<file path="src/rtl/muldiv_unit.sv">
// Iterative multiply/divide unit holding the architectural HI/LO registers.
// Radix-2 shift-add multiply and restoring divide, one bit per cycle, fixed latency.
module muldiv_unit #(
   parameter int unsigned WIDTH = 32
) (
   input  logic             clk,
   input  logic             rst,
   input  logic             start,
   input  logic [1:0]       op,
   input  logic [WIDTH-1:0] srca,
   input  logic [WIDTH-1:0] srcb,
   input  logic             hi_we,
   input  logic             lo_we,
   input  logic [WIDTH-1:0] wdata,
   output logic             busy,
   output logic             done,
   output logic             div_by_zero,
   output logic [WIDTH-1:0] hi,
   output logic [WIDTH-1:0] lo
);

   localparam int unsigned CntW = (WIDTH > 1) ? $clog2(WIDTH) : 1;
   localparam logic [CntW-1:0] LastCnt = CntW'(WIDTH - 1);

   typedef enum logic [1:0] {
      Idle,
      Iter,
      Fix
   } state_t;

   state_t               state;
   logic [CntW-1:0]      cnt;
   logic [2*WIDTH-1:0]   prod;
   logic [WIDTH-1:0]     opB;
   logic                 isDiv;
   logic                 negLo;
   logic                 negHi;
   logic                 divZero;

   logic                 signedOp;
   logic [WIDTH-1:0]     magA;
   logic [WIDTH-1:0]     magB;
   logic [WIDTH:0]       mulSum;
   logic [2*WIDTH-1:0]   mulNext;
   logic [WIDTH:0]       divShift;
   logic [WIDTH-1:0]     divDiff;
   logic                 divGe;
   logic [2*WIDTH-1:0]   divNext;
   logic [2*WIDTH-1:0]   stepNext;
   logic [2*WIDTH-1:0]   prodNeg;
   logic [WIDTH-1:0]     quoFix;
   logic [WIDTH-1:0]     remFix;

   // Operand conditioning: magnitudes for signed ops, raw values for unsigned ops.
   always_comb begin
      signedOp = ~op[0];
      magA     = (signedOp && srca[WIDTH-1]) ? -srca : srca;
      magB     = (signedOp && srcb[WIDTH-1]) ? -srcb : srcb;
   end

   // prod holds {partial/remainder, multiplier/dividend} for both operations.
   always_comb begin
      mulSum   = {1'b0, prod[2*WIDTH-1:WIDTH]} + (prod[0] ? {1'b0, opB} : '0);
      mulNext  = {mulSum, prod[WIDTH-1:1]};
      divShift = {prod[2*WIDTH-1:WIDTH], prod[WIDTH-1]};
      divGe    = divShift >= {1'b0, opB};
      divDiff  = divShift[WIDTH-1:0] - opB;
      divNext  = divGe ? {divDiff, prod[WIDTH-2:0], 1'b1}
                       : {divShift[WIDTH-1:0], prod[WIDTH-2:0], 1'b0};
      stepNext = isDiv ? divNext : mulNext;
   end

   always_comb begin
      prodNeg = -prod;
      quoFix  = negLo ? -prod[WIDTH-1:0] : prod[WIDTH-1:0];
      remFix  = negHi ? -prod[2*WIDTH-1:WIDTH] : prod[2*WIDTH-1:WIDTH];
   end

   always_ff @(posedge clk or negedge rst) begin
      if (!rst) begin
         state       <= Idle;
         cnt         <= '0;
         prod        <= '0;
         opB         <= '0;
         isDiv       <= 1'b0;
         negLo       <= 1'b0;
         negHi       <= 1'b0;
         divZero     <= 1'b0;
         busy        <= 1'b0;
         done        <= 1'b0;
         div_by_zero <= 1'b0;
         hi          <= '0;
         lo          <= '0;
      end else begin
         done <= 1'b0;
         unique case (state)
            Idle: begin
               if (start) begin
                  isDiv       <= op[1];
                  prod        <= {{WIDTH{1'b0}}, magA};
                  opB         <= magB;
                  divZero     <= (srcb == '0);
                  // A zero divisor leaves quotient all-ones and remainder = dividend; skip fixup.
                  negLo       <= signedOp && (srca[WIDTH-1] ^ srcb[WIDTH-1])
                                 && !(op[1] && srcb == '0);
                  negHi       <= signedOp && srca[WIDTH-1] && op[1] && (srcb != '0);
                  cnt         <= '0;
                  busy        <= 1'b1;
                  div_by_zero <= 1'b0;
                  state       <= Iter;
               end else begin
                  if (hi_we) hi <= wdata;
                  if (lo_we) lo <= wdata;
               end
            end
            Iter: begin
               prod <= stepNext;
               cnt  <= cnt + 1'b1;
               if (cnt == LastCnt) state <= Fix;
            end
            Fix: begin
               if (isDiv) begin
                  hi <= remFix;
                  lo <= quoFix;
               end else begin
                  {hi, lo} <= negLo ? prodNeg : prod;
               end
               div_by_zero <= isDiv && divZero;
               done        <= 1'b1;
               busy        <= 1'b0;
               state       <= Idle;
            end
            default: state <= Idle;
         endcase
      end
   end

endmodule

</file>
<file path="config.mk">
export PLATFORM = sky130hd
export DESIGN_NAME = muldiv_unit
export DESIGN_NICKNAME = d
export VERILOG_FILES = /design/src/rtl/muldiv_unit.sv
export SDC_FILE = /design/constraint.sdc
export NUM_CORES = 1
export LEC_CHECK = 0
export CAP_MARGIN = 20
export CORE_UTILIZATION = 45
export DETAILED_ROUTE_END_ITERATION = 12
export PLACE_DENSITY = 0.72
export SETUP_SLACK_MARGIN = 0.15
export SLEW_MARGIN = 20
export SYNTH_ARGS = -nofsm -noshare
export SYNTH_HDL_FRONTEND = slang
export SYNTH_SLANG_ARGS = --single-unit
</file>
<file path="constraint.sdc">
create_clock -name clk -period 3 [get_ports clk]
set_input_delay 0.3 -clock clk [delete_from_list [all_inputs] [get_ports clk]]
set_output_delay 0.3 -clock clk [all_outputs]
set_load 0.01 [all_outputs]
</file>
==> flow_summary_export.csv <==
group,metric,value,unit
route,first_iter_violations,1635,
setup_path,path_buf_inv,4,
setup_path,path_class,"reg -> reg",
setup_path,cpPeakStageDelay,0.45,ns
cts,tritoncts,"built",
setup_path,path_max_fanout,5,
setup_path,worst_ep_arrival_time,3.51,ns
setup_path,crit_top_cell,"o211ai_1",
yosys,syn_area_per_cell,7.844,µm²
global_routing,use_met2,51.76,%
setup_path,cp.required,3.32,ns
floorplan,row_count,64,
timing,period_share,106.3,%
power_and_ir_drop,p_leak,8.781,nW
floorplan,start_util,45.75,%
cts,cts-buffers-inserted,17,
status,status,"complete, but fails checks",
placement,pre_cts_ws,-0.2156,ns
global_routing,grt_pass1_wl,80790,µm
setup_path,critPathLaunch,"prod[0]",
route,routedWlPerCell,20.90,µm
final_layout,layout.nets,2344,
cts,cts_root_buffer,"clkbuf_16",
timing,fin_ws,-0.1902,ns
setup_path,r2r-start,"prod[0]",
setup_path,crit_family,"compound AO/OA/AOI/OAI gates",
placement,dp.final_hpwl,38200,µm
setup_path,cp_slowest_cell,"dfrtp_2",
timing,hold_viol,0,
timing,drv_slew,0,
global_routing,antenna_found_initial,0,
timing,finalSetupViolCount,40,
timing,clock.fmax,313.5,MHz
timing,rsz0062_at_grt,"true",
cts,cts_sinks,174,
floorplan,die_area,0.03189,mm²
global_routing,grt_max_degree,98,
route,ant_nets,0,
yosys,syn-num-nets,1964,
timing,fin_worst_skew,0.01559,ns
cts,cts-htree-levels,4,
timing,post-route-min-period,3.190,ns
status,violations,"negative setup slack",
global_routing,overflow,0,
global_routing,grt_pass1_vias,14765,
yosys,ys_warn_count,0,
setup_path,crit_path_end_kind,"flip-flop",
yosys,synthDistinctLibCells,63,
cts,clk_path_buf_depth,2,
yosys,ys_seq_area_share,31.03,%
global_routing,use_met1,44.11,%
yosys,async_reset_ff_share,100.0,%
cts,cts.reportedPaths.clkPinSlew,0.08,ns
route,post_drt_via_cell_ratio,6.082,
floorplan,chipWidth,178.6,µm
timing,worst_slew_margin_rel,24.05,%
route,drtPass1Iterations,5,
setup_path,cp-start-kind,"flip-flop",
route,vias,15667,
placement,io_buffers,169,
timing,worst_slew_pin_slew,1.139,ns
power_and_ir_drop,cellPowerDensity,1362,mW/mm²
setup_path,crit_chain,"inv_4 -> buf_6 -> buf_16 -> nor2_4 -> ha_4 -> buf_6 -> o211ai_1 -> o211ai_1 -> o211ai_1 -> nand2_1 -> a221o_1 -> a21o_1 -> a31oi_1 -> mux2i_1 -> o211ai_1",
yosys,synth-main-ff-cell,"dfrtp_1",
global_routing,gr-usage-met3,6.330,%
floorplan,ioPinCount,170,
yosys,syn_inst,1789,
route,wl,53840,µm
power_and_ir_drop,peakVddDrop,755.8,µV
route,drc,0,
floorplan,core,0.03067,mm²
yosys,synth_edf_count,0,
final_layout,syn_to_final_growth,46.16,%
placement,gp_congestion,0.9675,
job,cap_violations,0,
final_layout,drive_above_1_share,25.78,%
yosys,syn_area,0.01403,mm²
worst_hold_path,holdCritPathClass,"in -> async",
final_layout,diodes,0,
floorplan,die_y,178.6,µm
cts,clk_latency,0.45,ns
global_routing,grt_use_total,32.97,%
global_routing,grt_busiest_layer,"met2",
yosys,synth_seq_cells,174,
timing,setup_tns,-2.575,ns
[area by class of cell]
class | instances | area [µm²]
tap | 396 | 495.5
clock buffer | 19 | 442.9
inverter | 58 | 220.2
multi-input combinational | 1455 | 10580
sequential | 174 | 4365
clock inverter | 11 | 157.7
fill | 2388 | 10160
timing repair buffer | 463 | 4250
[timing repair]
item                                    in CTS  in global routing
hold endpoints to repair                    40                  0
hold buffers                                 1                  0
pin swaps                                   98                101
cloned                                       6                  0
gates resized for setup                    224                122
setup buffers                               45                 27
endpoints found under the setup margin      66                 78
[path summary, 6_finish.rpt]
check | end | slack, ns | depth (start not counted)
max | prod[52] | -0.19 | 15
min reg2reg | lo[1] | 0.48 | 1
min in group clk | lo[1] | 0.48 | 1
max reg2reg | prod[52] | -0.19 | 15
max in group asynchronous | hi[14] | 1.71 | 3
min | state[0] | 0.34 | 2
[cells in the mapped netlist, types with 27 or more instances]
library cell    n  share of area [%]
a21o_1         43                2.3
xor2_1         87                5.4
a21oi_1       137                4.9
inv_1          56                1.5
nand2_1       236                6.3
mux2i_1        48                3.4
dfrtp_1       174                 31
ha_1           70                6.2
xnor2_1        85                5.3
nor3_1         27               0.96
o31ai_1        29                1.6
nor2_1        178                4.8
clkbuf_1       86                2.3
o21ai_0       209                7.5
[through the flow]
stage	cells	instance area, µm²	total power [W]	utilization, %	hold slack [ns]
2_1_floorplan	1789	14200	0.01428	-	0.004409
3_3_place_gp	2467	17700	0.02006	57.70	0.2550
3_5_place_dp	2467	17700	0.02042	57.70	0.2603
4_1_cts	2549	19760	0.02579	64.42	0.3570
5_1_grt	2576	20510	0.02945	66.87	0.3794
6_report	2576	20510	0.02794	66.87	0.3414
[routing by layer]
metal / routed length [µm] / part of all wire (%)
met1: 22240 / 41
met2: 24280 / 45
met3: 4960 / 9.2
met4: 2358 / 4.4
met5: 0 / 0
[cells in the final DEF (no fill, tap or decap), types with 17 or more instances in the layout]
cell | Yosys | layout
a21o_1 | 43 | 43
a21oi_1 | 137 | 97
a21oi_2 | 0 | 35
a22oi_1 | 22 | 22
a31oi_1 | 22 | 18
buf_4 | 0 | 246
buf_6 | 1 | 33
clkbuf_16 | 0 | 17
clkdlybuf4s50_1 | 0 | 168
dfrtp_1 | 174 | 165
ha_1 | 70 | 38
ha_4 | 0 | 32
inv_1 | 56 | 46
mux2i_1 | 48 | 47
nand2_1 | 236 | 230
nand3_1 | 23 | 21
nor2_1 | 178 | 141
nor2_4 | 0 | 23
nor3_1 | 27 | 21
o21ai_0 | 209 | 157
o21ai_1 | 7 | 47
o31ai_1 | 29 | 26
xnor2_1 | 85 | 73
xor2_1 | 87 | 86
[kinds of logic after synthesis]
logic type | after synthesis | synth area share (%)
adder cells (fa/ha/maj) | 72 | 6.527
multiplexers | 49 | 3.504
AO/OA/AOI/OAI | 577 | 25.14
flip-flops | 174 | 31.03
XOR/XNOR | 172 | 10.74
AND/OR/NAND/NOR | 585 | 18.72
buffers and inverters | 160 | 4.342
[sequential cells by signal, summed over array words and instances (netlist names)]
signal,count
div_by_zero,1
isDiv,1
done,1
divZero,1
opB,32
busy,1
state,2
prod,64
hi,32
negLo,1
lo,32
cnt,5
negHi,1
[report_power, final]
| group | leakage, nW | switching, W | internal [W] |
|---|---|---|---|
| Combinational | 6.34 | 0.0111 | 0.00994 |
| Clock | 0.292 | 0.00104 | 0.00134 |
| Sequential | 2.15 | 0.00104 | 0.00347 |
| Total | 8.78 | 0.0132 | 0.0148 |
Note: power is estimated with default switching activity, not from simulation.
